<file path="src/rtl/stdp_synapse_array.sv">
// Multi-channel pair-based STDP synapse bank feeding one saturated current into a LIF neuron.
// Define WEIGHT_LOAD_EN to add a direct weight write port (wr_en / wr_sel / wr_data).
module stdp_synapse_array #(
  parameter int unsigned N_PRE        = 4,
  parameter int unsigned WIDTH        = 8,
  parameter int unsigned DECIMAL_BITS = 4,
  parameter int unsigned TRACE_MAX    = 32,
  parameter int unsigned A_PLUS       = 8,
  parameter int unsigned A_MINUS      = 4,
  parameter int unsigned W_MIN        = 8,
  parameter int unsigned W_MAX        = 127,
  parameter int unsigned W_INIT       = 16
) (
  input  logic                       clk,
  input  logic                       reset,
  input  logic                       learn_en,
  input  logic [N_PRE-1:0]           pre_spike,
  input  logic                       post_spike,
  output logic signed [WIDTH-1:0]    i_syn,
  output logic                       ltp_pulse,
  output logic                       ltd_pulse,
`ifdef WEIGHT_LOAD_EN
  input  logic                       wr_en,
  input  logic [$clog2(N_PRE)-1:0]   wr_sel,
  input  logic [WIDTH-1:0]           wr_data,
`endif
  input  logic [$clog2(N_PRE)-1:0]   rd_sel,
  output logic [WIDTH-1:0]           rd_weight
);

  localparam int unsigned TW   = $clog2(TRACE_MAX + 1);
  localparam int unsigned SW   = $clog2(N_PRE);
  localparam int unsigned DW   = WIDTH + 2;
  localparam int unsigned SUMW = WIDTH + SW;
  localparam int unsigned NTAB = 2 ** SW;

  localparam logic [TW-1:0]        T_LOAD   = TW'(TRACE_MAX);
  localparam logic [TW-1:0]        T_HALF   = TW'(TRACE_MAX / 2);
  localparam logic signed [DW-1:0] DW_PLUS  = DW'(A_PLUS);
  localparam logic signed [DW-1:0] DW_HALF  = DW'(A_PLUS >> 1);
  localparam logic signed [DW-1:0] DW_MINUS = DW'(A_MINUS);
  localparam logic signed [DW-1:0] DW_WMIN  = DW'(W_MIN);
  localparam logic signed [DW-1:0] DW_WMAX  = DW'(W_MAX);
  localparam logic [SUMW-1:0]      SUM_SAT  = SUMW'(2 ** (WIDTH - 1) - 1);

  if (N_PRE < 2 || DECIMAL_BITS >= WIDTH || W_MAX > 2 ** (WIDTH - 1) - 1 ||
      W_INIT < W_MIN || W_INIT > W_MAX) begin : g_param_check
    $error("stdp_synapse_array: illegal parameter set");
  end

  logic [TW-1:0]        pre_trace      [N_PRE];
  logic [TW-1:0]        pre_trace_nxt  [N_PRE];
  logic [TW-1:0]        post_trace;
  logic [TW-1:0]        post_trace_nxt;
  logic [WIDTH-1:0]     weight         [N_PRE];
  logic [WIDTH-1:0]     weight_nxt     [N_PRE];
  logic signed [DW-1:0] dw             [N_PRE];
  logic signed [DW-1:0] w_sum          [N_PRE];
  logic [N_PRE-1:0]     ltp_hit;
  logic [N_PRE-1:0]     ltd_hit;
  logic [SUMW-1:0]      spike_sum;
  logic [WIDTH-1:0]     i_syn_nxt;

`ifdef WEIGHT_LOAD_EN
  logic [WIDTH-1:0] wr_clamped;
  assign wr_clamped = (wr_data > WIDTH'(W_MAX)) ? WIDTH'(W_MAX) :
                      (wr_data < WIDTH'(W_MIN)) ? WIDTH'(W_MIN) : wr_data;
`endif

  // Next-state for traces and weights, plus the spike-gated current sum, all from pre-edge state.
  always_comb begin
    post_trace_nxt = post_spike ? T_LOAD :
                     (post_trace != '0) ? post_trace - TW'(1) : '0;
    spike_sum = '0;
    for (int i = 0; i < N_PRE; i++) begin
      pre_trace_nxt[i] = pre_spike[i] ? T_LOAD :
                         (pre_trace[i] != '0) ? pre_trace[i] - TW'(1) : '0;
      ltp_hit[i] = learn_en & post_spike & (pre_trace[i] != '0);
      ltd_hit[i] = learn_en & pre_spike[i] & (post_trace != '0);
      dw[i] = '0;
      if (ltp_hit[i]) dw[i] = (pre_trace[i] >= T_HALF) ? DW_PLUS : DW_HALF;
      if (ltd_hit[i]) dw[i] = dw[i] - DW_MINUS;
      // Weights never exceed 2^(WIDTH-1)-1, so zero extension is exact.
      w_sum[i] = $signed({2'b00, weight[i]}) + dw[i];
      if (w_sum[i] > DW_WMAX)      weight_nxt[i] = WIDTH'(W_MAX);
      else if (w_sum[i] < DW_WMIN) weight_nxt[i] = WIDTH'(W_MIN);
      else                         weight_nxt[i] = w_sum[i][WIDTH-1:0];
`ifdef WEIGHT_LOAD_EN
      if (wr_en && (wr_sel == SW'(i))) weight_nxt[i] = wr_clamped;
`endif
      if (pre_spike[i]) spike_sum = spike_sum + SUMW'(weight[i]);
    end
    i_syn_nxt = (spike_sum > SUM_SAT) ? WIDTH'(SUM_SAT) : spike_sum[WIDTH-1:0];
  end

  always_ff @(posedge clk) begin
    if (reset) begin
      for (int i = 0; i < N_PRE; i++) begin
        pre_trace[i] <= '0;
        weight[i]    <= WIDTH'(W_INIT);
      end
      post_trace <= '0;
      i_syn      <= '0;
      ltp_pulse  <= 1'b0;
      ltd_pulse  <= 1'b0;
    end else begin
      for (int i = 0; i < N_PRE; i++) begin
        pre_trace[i] <= pre_trace_nxt[i];
        weight[i]    <= weight_nxt[i];
      end
      post_trace <= post_trace_nxt;
      i_syn      <= i_syn_nxt;
      ltp_pulse  <= |ltp_hit;
      ltd_pulse  <= |ltd_hit;
    end
  end

  // Readout table padded to the full select range; unused selects read zero.
  logic [WIDTH-1:0] rd_tab [NTAB];
  for (genvar j = 0; j < NTAB; j++) begin : g_rd
    if (j < N_PRE) begin : g_ch
      assign rd_tab[j] = weight[j];
    end else begin : g_pad
      assign rd_tab[j] = '0;
    end
  end
  assign rd_weight = rd_tab[rd_sel];

endmodule

</file>
<file path="config.mk">
export PLATFORM = sky130hd
export DESIGN_NAME = stdp_synapse_array
export DESIGN_NICKNAME = d
export VERILOG_FILES = /design/src/rtl/stdp_synapse_array.sv
export SDC_FILE = /design/constraint.sdc
export NUM_CORES = 1
export LEC_CHECK = 0
export CAP_MARGIN = 20
export CORE_ASPECT_RATIO = 0.75
export CORE_MARGIN = 2
export CORE_UTILIZATION = 30
export DETAILED_ROUTE_END_ITERATION = 16
export GPL_ROUTABILITY_DRIVEN = 0
export SLEW_MARGIN = 5
export SYNTH_ARGS = -nofsm -noshare
export SYNTH_HDL_FRONTEND = slang
export SYNTH_SLANG_ARGS = --single-unit
</file>
<file path="constraint.sdc">
create_clock -name clk -period 5.5 [get_ports clk]
set_input_delay 1.1 -clock clk [delete_from_list [all_inputs] [get_ports clk]]
set_output_delay 1.1 -clock clk [all_outputs]
set_load 0.01 [all_outputs]
</file>
==> results.md <==
- Critical Path RT: 5.71 ns
- P&R area growth vs syn: 25.8%
- Initial DRT Pass Iterations: 4
- Io pins: 28
- Avg Cell Area, Syn: 8.33 um^2
- Min Tclk post-route: 5.31 ns
- Total Routed Length: 14000 um
- Yosys top cell area share: 25.0%
- Placed cells: 967
- Slew margin rel.: 64.6%
- Final hold vios: 0
- Clock Latency Late Sink: 0.33 ns
- Worst vdd ir: 0.335 mV
- Die extent in y: 121 um
- Post-synth EDFFs: 0
- Worst-path clk slew: 0.06 ns
- Layout net count: 822
- Sequential power share: 21.6%
- Placement Rows: 42
- Cell Int Power: 2.09 mW
- FF-to-FF path depth: 20
- Total CTS buffers: 9
- Final cell count without fillers: 987
- DR WL/cell: 14.2 um
- Slew Limit Fails: 0
- Hold depth: 1
- Aggregate global-route resource usage: 15.2%
- CP arrival: 5.51 ns
- Main synth FF type: dfxtp_1
- Share of cells above drive strength 1: 15.6%
- Clock power share: 16.9%
- Post-synthesis cell type with the largest combined area: dfxtp_1
- Commonest cells after routing, fill and taps aside: dfxtp_1 (68), ha_1 (63), inv_1 (61)
- Grt total ovfl: 0
- Worst Skew: 0.00763 ns
- Initial antenna violation count: 0
- Final worst setup slack: 0.194 ns
- ANT nets after route: 0
- DR DRC count: 0
- Initial Util: 30.7%
- P_sw: 1.50 mW
- Vias/cell: 4.86
- Setup CP Type: in2reg
- Die width: 160 um
- Synth unique cells: 73
- Register area share after synthesis: 25.0%
- Antenna fix cells: 0
- Synth Instances: 654
- Htree depth: 3
- Worst-path maximum fanout: 6
- Flop2flop setup slack: 0.86 ns
- Combinational Power Share: 61.5%
- Pin count of the biggest net entering global routing: 30
- DP Worst Slack: -0.522 ns
- Maximum Capacitance Violations: 0
- HP Start: post_trace[0]
- First DRT Iteration DRCs: 391
- Synth async-reset ratio: 0%
- Final setup vio count: 0
- Final period util: 96.5%
- Hold Buf Count CTS: 0
- Setup crit end kind: register
- IO buf count: 27
- Worst Tran Pin Value: 0.525 ns
- Status: complete, no violations
- Root buf cell: clkbuf_16
- Fmax achieved: 188 MHz
- Vias in the first global route: 4605
- First-pass GRT wire length: 23500 um
- Power per Cell Area: 525 nW/um^2
- Post-Syn Area: 5450 um^2
- # fillers: 1817
- Hold endpoint: post_trace[0]
- Max clock buf depth: 2
- Reg2reg start: weight[0][2]
- Full die area: 19300 um^2
- Net Sw Frac: 41.8%
- Routed vias: 4801
- Flop and latch count out of synthesis: 68
- Leading cell type in the layout, fill and taps excluded: dfxtp_1
- Hold/Removal Path Class: reg2reg
- Ranking of synthesized cells by area: dfxtp_1 (25%), ha_1 (15%), xnor2_1 (5.6%), inv_1 (4.2%), a21oi_1 (4.1%)
- TritonCTS clock tree: yes
- Detailed Place HPWL: 10800 um
- Pleak: 3.04 nW
- RR Endpoint: i_syn[5]
- YS warnings: 0
- CP startpoint kind: input port
- Clock sinks: 68
- Core Region: 17700 um^2
==> registers in the layout, summed over array words and instances, names as in the netlist <==
name	count
pre_trace	24
ltp_pulse	1
i_syn	8
weight	28
post_trace	6
ltd_pulse	1
==> stage by stage <==
stage | instance area (um^2) | util [%] | power, mW | hold slack, ns | TNS, ns
4_1_cts | 6780 | 38.3 | 3.55 | 0.450 | 0
3_3_place_gp | 6410 | 36.2 | 2.87 | 0.431 | -2.79
5_1_grt | 6850 | 38.7 | 3.91 | 0.471 | -0.00891
6_report | 6850 | 38.7 | 3.60 | 0.445 | 0
3_5_place_dp | 6410 | 36.2 | 2.87 | 0.441 | -3.39
2_1_floorplan | 5470 | - | 2.16 | 0.413 | 0
==> worst max-delay path by stage <==
| stage | to | start | cells past startpoint | slack, ns |
|---|---|---|---|---|
| final | i_syn[5] | pre_spike[0] | 23 | 0.19 |
| after global routing | i_syn[5] | pre_spike[0] | 23 | -0.009 |
| after CTS | i_syn[5] | pre_spike[0] | 22 | 0.02 |
| after detailed placement | i_syn[5] | pre_spike[0] | 21 | -0.52 |
| after floorplan | i_syn[5] | pre_spike[0] | 21 | 0.01 |
| after global placement | i_syn[5] | pre_spike[0] | 21 | -0.44 |
==> logic make-up (layout without fill, tap and decap cells) <==
logic type	count (synthesis)	count (layout)	share of synthesized area, %
XOR/XNOR	54	54	8.69
adder cells (fa/ha/maj)	74	74	17.8
flip-flops	68	68	25.0
AO/OA/AOI/OAI	174	174	22.0
other	1	5	0.0689
buffers and inverters	79	166	5.54
multiplexers	17	17	4.80
AND/OR/NAND/NOR	187	187	16.2
==> cell usage after synthesis, drive strengths merged (2+ instances only) <==
cell / n
a41oi: 4
nor3: 17
and2: 5
a21boi: 2
nor2: 59
nor3b: 3
a31oi: 5
nand4: 2
o21bai: 7
o2111ai: 4
o211ai: 3
maj3: 2
a21o: 19
ha: 66
a21oi: 45
fa: 6
o22ai: 5
and3: 5
nor2b: 6
o21a: 7
mux2: 3
xnor2: 35
buf: 3
clkinv: 2
nand2: 49
nand4b: 2
a211oi: 14
mux4: 7
a31o: 3
inv: 61
xor2: 19
dfxtp: 68
or3: 2
a211o: 2
nand3: 20
nand2b: 6
clkbuf: 13
o31ai: 3
o31a: 3
mux2i: 7
o21ai: 33
a221o: 2
or2: 3
o221ai: 2
or4: 5
==> layer usage <==
layer | share of wire [%] | track usage (%) | vias to the layer above
met5 | 0 | 0 | -
met4 | 0.89 | 3.86 | 0
met3 | 3.9 | 2.57 | 9
met2 | 42 | 22.5 | 57
met1 | 53 | 22.6 | 2234
li1 | - | - | 2501
==> power groups by stage <==
| stage | Combinational [mW] | Clock [mW] | Sequential, mW |
|---|---|---|---|
| 6_report | 2.21 | 0.608 | 0.777 |
| 5_1_grt | 2.47 | 0.652 | 0.793 |
| 4_1_cts | 2.15 | 0.626 | 0.772 |
| 3_5_place_dp | 2.09 | 0 | 0.779 |
| 3_3_place_gp | 2.09 | 0 | 0.782 |
| 2_1_floorplan | 1.43 | 0 | 0.733 |
==> worst max-delay path: stages <==
cell and delay (ns):
dlygate4sd2_1 0.26, buf_4 0.14, nand2_2 0.07, inv_1 0.05
ha_2 0.17, a21o_1 0.16, maj3_2 0.31, a31o_1 0.25
xor2_1 0.20, a21o_1 0.18, ha_4 0.20, a211o_1 0.27
o31ai_2 0.23, mux2i_1 0.26, nor2_1 0.06, ha_1 0.34
buf_6 0.14, a21oi_4 0.16, o32ai_4 0.12, nor3b_2 0.23
o21ai_2 0.11, a211oi_4 0.36, a31oi_1 0.12
==> layout make-up <==
class	count	area, um^2	area share, %
Multi-Input combinational cell	511	3900	57.0
Sequential cell	68	1360	19.9
Inverter	63	236	3.45
Tap cell	242	303	4.42
Clock inverter	7	82.6	1.21
Clock buffer	9	225	3.29
Timing Repair Buffer	87	736	10.7
==> timing repair <==
action / in CTS / in global routing
endpoints found under the hold margin: 0 / 0
buffers inserted: 2 / 2
pin swaps: 8 / 16
resized for setup: 7 / 18
cloned: 0 / 0
endpoints found under the setup margin: 6 / 7
Power figures use the tool's default switching activity.
==> variant 1 (same flow settings) <==
Reset style: asynchronous (`reset`), changed in one clocked block.
--- a/src/rtl/stdp_synapse_array.sv
+++ b/src/rtl/stdp_synapse_array.sv
@@ -93,7 +93,7 @@
     i_syn_nxt = (spike_sum > SUM_SAT) ? WIDTH'(SUM_SAT) : spike_sum[WIDTH-1:0];
   end
 
-  always_ff @(posedge clk) begin
+  always_ff @(posedge clk or posedge reset) begin
     if (reset) begin
       for (int i = 0; i < N_PRE; i++) begin
         pre_trace[i] <= '0;
Behaviour: differs if reset is asserted again (counterexample within 4 cycles, from zero or initial values and one cycle with reset high); with reset held inactive, the same outputs for 4 cycles.
==> variant 1 against the original RTL <==
- wire length increased by 1.1%
- critical endpoint is now i_syn[6]
- clock skew increased by 4.2 ps
- largest power group unchanged
- count of clock-buffer cells in the layout is 1 higher
- total power increased by 33%
- non-clock buffer count shrank 4
- sequential cell count stayed put
- via count is 0.58% lower
- setup slack improved by 78 ps
- design area grew 3.8%
- area after synthesis rose by 5.6%
==> variant 1: results <==
group,metric,value,unit
outcome,outcome,"completed",
clocking,cts_setup_buffers,0,
setup_path,timing.rr.end,"i_syn[6]",
clocking,cts.clk_slew.worst_paths,70,ps
timing,slew_violations,0,
synth,synth_warnings,0,
layout,antenna_cells,0,
min_path,worstHoldPathType,"flip-flop to flip-flop",
synth,synthTopCellsByCount,"ha_1 (65), dfrtp_1 (64), inv_1 (62)",
synth,synth.distinct_cells,78,
pwr,leakagePower,3.19,nW
setup_path,setup.worst_path.start,"pre_spike[0]",
grt,antenna_found_initial,0,
layout,fin_nets,803,
clocking,cts.htree.levels,3,
timing,tightest_slew,598,ps
route,dr.pass1.iters,4,
synth,netlist_top_cells_area,"dfrtp_1 (28%), ha_1 (14%), xnor2_1 (4.1%)",
grt,grt_pass1_vias,4524,
setup_path,crit_fanout,7,
setup_path,r2r_cells,21,
grt,grt_first_pass_wirelength,23400,um
layout,num-fill-cells,1913,
route,num_vias,4773,
placed_design,port_buffers,27,
timing,clock_skew,11.9,ps
route,routed_wl,14100,um
layout,layout-drive-gt1-share,18.5,%
pwr,peakVddDrop,0.354,mV
clocking,cts-root-buf,"clkbuf_16",
grt,grt_max_degree,43,
clocking,clk_latency,340,ps
setup_path,r2r-start,"rd_tab[24]",
layout,largest_reg_flops,28,
setup_path,end_kind,"flip-flop",
clocking,ctsResizeCount,6,
synth,ys.flop_type,"dfrtp_1",
route,drtIter0Drc,212,
clocking,clockBufferDepth,2,
setup_path,timing.reg2reg.setup_slack,640,ps
placed_design,hpwl,11200,um
clocking,cts_buffers,9,
synth,synth_seq_area_share,29.7,%
synth,async_flop_share,100,%
grt,track_usage,14.8,%
-- variant 1: cell count changes in the layout (fill, tap and decap cells not counted), sizes merged, moves of 6 or more --
cell    before  now
o31ai        3   11
xnor2       35   27
o21ai       33   39
dfxtp       68    0
dfrtp        0   64
a21o        19    9
a211oi      14    5
-- variant 1: metal layers --
metal / global-route usage [%] / vias up / part of all wire, %
li1: - / 2441 / -
met1: 23.1 / 2245 / 54
met2: 20.8 / 78 / 41
met3: 2.76 / 9 / 4.1
met4: 3.62 / 0 / 0.93
met5: 0 / - / 0
-- variant 1: kinds of logic (layout without fill, tap and decap cells) --
group / after synthesis / in the layout / share of synthesized area, %
AO/OA/AOI/OAI: 176 / 176 / 21.6
XOR/XNOR: 48 / 48 / 7.31
adder cells (fa/ha/maj): 72 / 72 / 16.6
buffers and inverters: 76 / 162 / 5.07
flip-flops: 68 / 68 / 29.7
multiplexers: 21 / 21 / 5.51
other: 1 / 5 / 0.0652
AND/OR/NAND/NOR: 174 / 174 / 14.2
-- variant 1: worst min-delay path by stage --
stage	start	to	slack (ps)	depth (start not counted)
global placement	post_trace[0]	post_trace[0]	450	1
detailed placement	pre_trace[12]	pre_trace[12]	450	1
finish	pre_trace[12]	pre_trace[12]	460	1
CTS	pre_trace[12]	pre_trace[12]	460	1
global route	pre_trace[18]	pre_trace[18]	490	1
floorplan	pre_trace[12]	pre_trace[12]	420	1
-- variant 1: report_power, final --
| part | switching [mW] | internal [mW] |
|---|---|---|
| Combinational | 1.68 | 1.65 |
| Sequential | 0.221 | 0.697 |
| Clock | 0.237 | 0.320 |
| Total | 2.13 | 2.67 |
-- variant 1: critical path: stages --
cell,delay (ps)
clkbuf_2,110
and2_4,160
ha_4,280
a31o_2,150
a21oi_1,100
or3_4,410
a31oi_4,210
ha_4,240
and3_1,140
a2111o_1,400
buf_4,160
o221a_4,220
o31ai_4,210
o31ai_2,110
ha_1,310
nand2_1,60
a21oi_2,100
o41a_1,240
a31o_2,200
a32oi_2,110
mux2i_4,290
o21ai_1,120
-- variant 1: area by class of cell --
cell class	count	area share, %
Tap cell	247	4.35
Multi-Input combinational cell	496	54.6
Clock inverter	6	0.669
Sequential cell	68	24.0
Inverter	63	3.33
Clock buffer	10	3.36
Timing Repair Buffer	83	9.64
-- variant 1: through the flow --
stage / cell area [um2] / worst slack (ps) / instances / utilization [%] / hold slack [ps]
2_1_floorplan: 5780 / 12.1 / 640 / - / 425
3_3_place_gp: 6720 / -500 / 956 / 36.1 / 448
3_5_place_dp: 6720 / -585 / 956 / 36.1 / 447
4_1_cts: 7010 / 102 / 972 / 37.7 / 457
5_1_grt: 7110 / 68.6 / 973 / 38.2 / 489
6_report: 7110 / 273 / 973 / 38.2 / 455
==> variant 2 (same settings) <==
Made on the original files. Change the parameter `TRACE_MAX` from 32 to 64.
--- a/src/rtl/stdp_synapse_array.sv
+++ b/src/rtl/stdp_synapse_array.sv
@@ -4,7 +4,7 @@
   parameter int unsigned N_PRE        = 4,
   parameter int unsigned WIDTH        = 8,
   parameter int unsigned DECIMAL_BITS = 4,
-  parameter int unsigned TRACE_MAX    = 32,
+  parameter int unsigned TRACE_MAX    = 64,
   parameter int unsigned A_PLUS       = 8,
   parameter int unsigned A_MINUS      = 4,
   parameter int unsigned W_MIN        = 8,
Function: no difference found for any inputs over 4 cycles, from zero or initial values and one cycle with reset high; that may be too few to reach the edited logic, so the function may still have changed.
==> variant 2 against the original RTL <==
- utilization is 0.23 points lower
- sequential cell count is 5 higher
- area after synthesis is 0.78% higher
- hold slack worse by 10 ps
- sequential share of layout area is 1.5 points higher
- wire length is 3.8% lower
- count of clock-buffer cells in the layout is 1 higher
- design area is 0.29% lower
- cell count is 0.51% lower
- total power is 8.3% higher
- setup slack better by 180 ps
- die area is 0.76% higher
- sequential power is 7.1% higher
- highest routed layer unchanged
==> variant 2: results <==
group,metric,value,unit
timing,tightest_slew,886,ps
layout,finalNonFillerCells,982,
synth,synthXorXnorAreaFrac,8.14,%
min_path,worstHoldPathType,"flip-flop to flip-flop",
synth,synth.distinct_cells,68,
min_path,min-delay-start,"pre_trace[0][0]",
clocking,clockBufferDepth,2,
grt,grt_pass1_vias,4447,
clocking,cts.clk_slew.worst_paths,60,ps
timing,clock_skew,7.53,ps
layout,layout-drive-gt1-share,15.8,%
timing,finalCritPeriodShare,93.2,%
clocking,cts_setup_buffers,0,
placed_design,hpwl,10600,um
placed_design,placed_cells,965,
synth,synth-compound-area-share,20.7,%
min_path,hold_path_depth,1,
pwr,leakagePower,3.16,nW
outcome,outcome,"completed",
grt,grt_max_degree,27,
grt,track_usage,14.6,%
route,drtIter0Drc,232,
placed_design,place_ws,-515,ps
synth,synth_mux_area_share,5.49,%
synth,synth_warnings,0,
pwr,peakVddDrop,0.270,mV
synth,synth_seq_area_share,26.6,%
route,num_vias,4622,
setup_path,worstPathArrival,5340,ps
route,wl_met3,333,um
min_path,worstHoldEndpoint,"pre_trace[0][0]",
setup_path,timing.reg2reg.setup_slack,900,ps
synth,synthTopCellsByCount,"dfxtp_1 (73), ha_1 (63), nor2_1 (61)",
synth,async_flop_share,0,%
setup_path,r2r-start,"weight[0][2]",
grt,grt_first_pass_wirelength,22500,um
route,avgRoutedWirePerCell,13.7,um
route,dr.pass1.iters,4,
clocking,cts_buffers,9,
route,met2_length,5660,um
placed_design,placed_area,0.00646,mm2
layout,top_regs,"pre_trace: 28 flops, weight: 28 flops, i_syn: 8 flops",
route,wl_met1,7290,um
route,top_layer,"met4",
clocking,cts-root-buf,"clkbuf_16",
setup_path,r2r_cells,21,
synth,synth_fa_ha_area_share,16.9,%
synth,netlist_top_cells_area,"dfxtp_1 (27%), ha_1 (14%), a21oi_1 (5.4%)",
layout,fin_nets,814,
layout,antenna_cells,0,
synth,avgSynthCellArea,8.48,um2
variant 2: timing repair:
action	in CTS	in global routing
pin swaps	0	1
endpoints found under the setup margin	7	7
resized for setup	1	10
variant 2: layout make-up:
type | instances | area, um2
timing repair buffer | 90 | 736
tap | 242 | 303
fill | 1810 | 10900
multi-input combinational | 503 | 3780
inverter | 58 | 218
clock inverter | 6 | 91.3
clock buffer | 10 | 239
sequential | 73 | 1460
variant 2: logic make-up after synthesis:
kind of cell | count (synthesis)
and+or+nand+nor | 187
AOI/OAI and AO/OA | 169
buffers and inverters | 75
DFF | 73
adders and majority gates | 71
xor gates and xnor gates | 51
muxes | 20
other | 1
variant 2: report_power, final:
part | internal [mW] | switching, mW | leakage (nW)
Clock | 0.411 | 0.242 | 0.163
Combinational | 1.23 | 1.18 | 2.39
Sequential | 0.679 | 0.153 | 0.606
variant 2: metrics by stage:
step           total power [mW]  hold WS [ps]  utilization, %  TNS [ps]
6_report                   3.90           435            38.4         0
5_1_grt                    4.25           464            38.4         0
4_1_cts                    3.87           439            38.3         0
3_5_place_dp               3.19           430            36.4     -3520
3_3_place_gp               3.18           428            36.4     -2920
2_1_floorplan              2.37           408               -         0
variant 2: worst max-delay path: stages:
cell	delay [ps]
clkbuf_2	130
and2_4	150
ha_1	300
a21o_1	200
o2111a_2	280
a2111oi_4	330
xnor2_1	100
mux2_4	270
ha_1	190
or3_4	350
o21ai_2	150
xnor2_1	110
mux2_4	290
ha_4	230
a21oi_1	140
nor2_1	60
a21oi_2	160
xor2_1	80
o31a_1	270
a211oi_2	190
buf_4	160
a31oi_1	80
variant 2: routing by layer:
metal	vias up	track usage, %
met3	12	2.46
met5	-	0
met1	2117	21.0
met2	49	22.4
met4	0	4.22
li1	2444	-
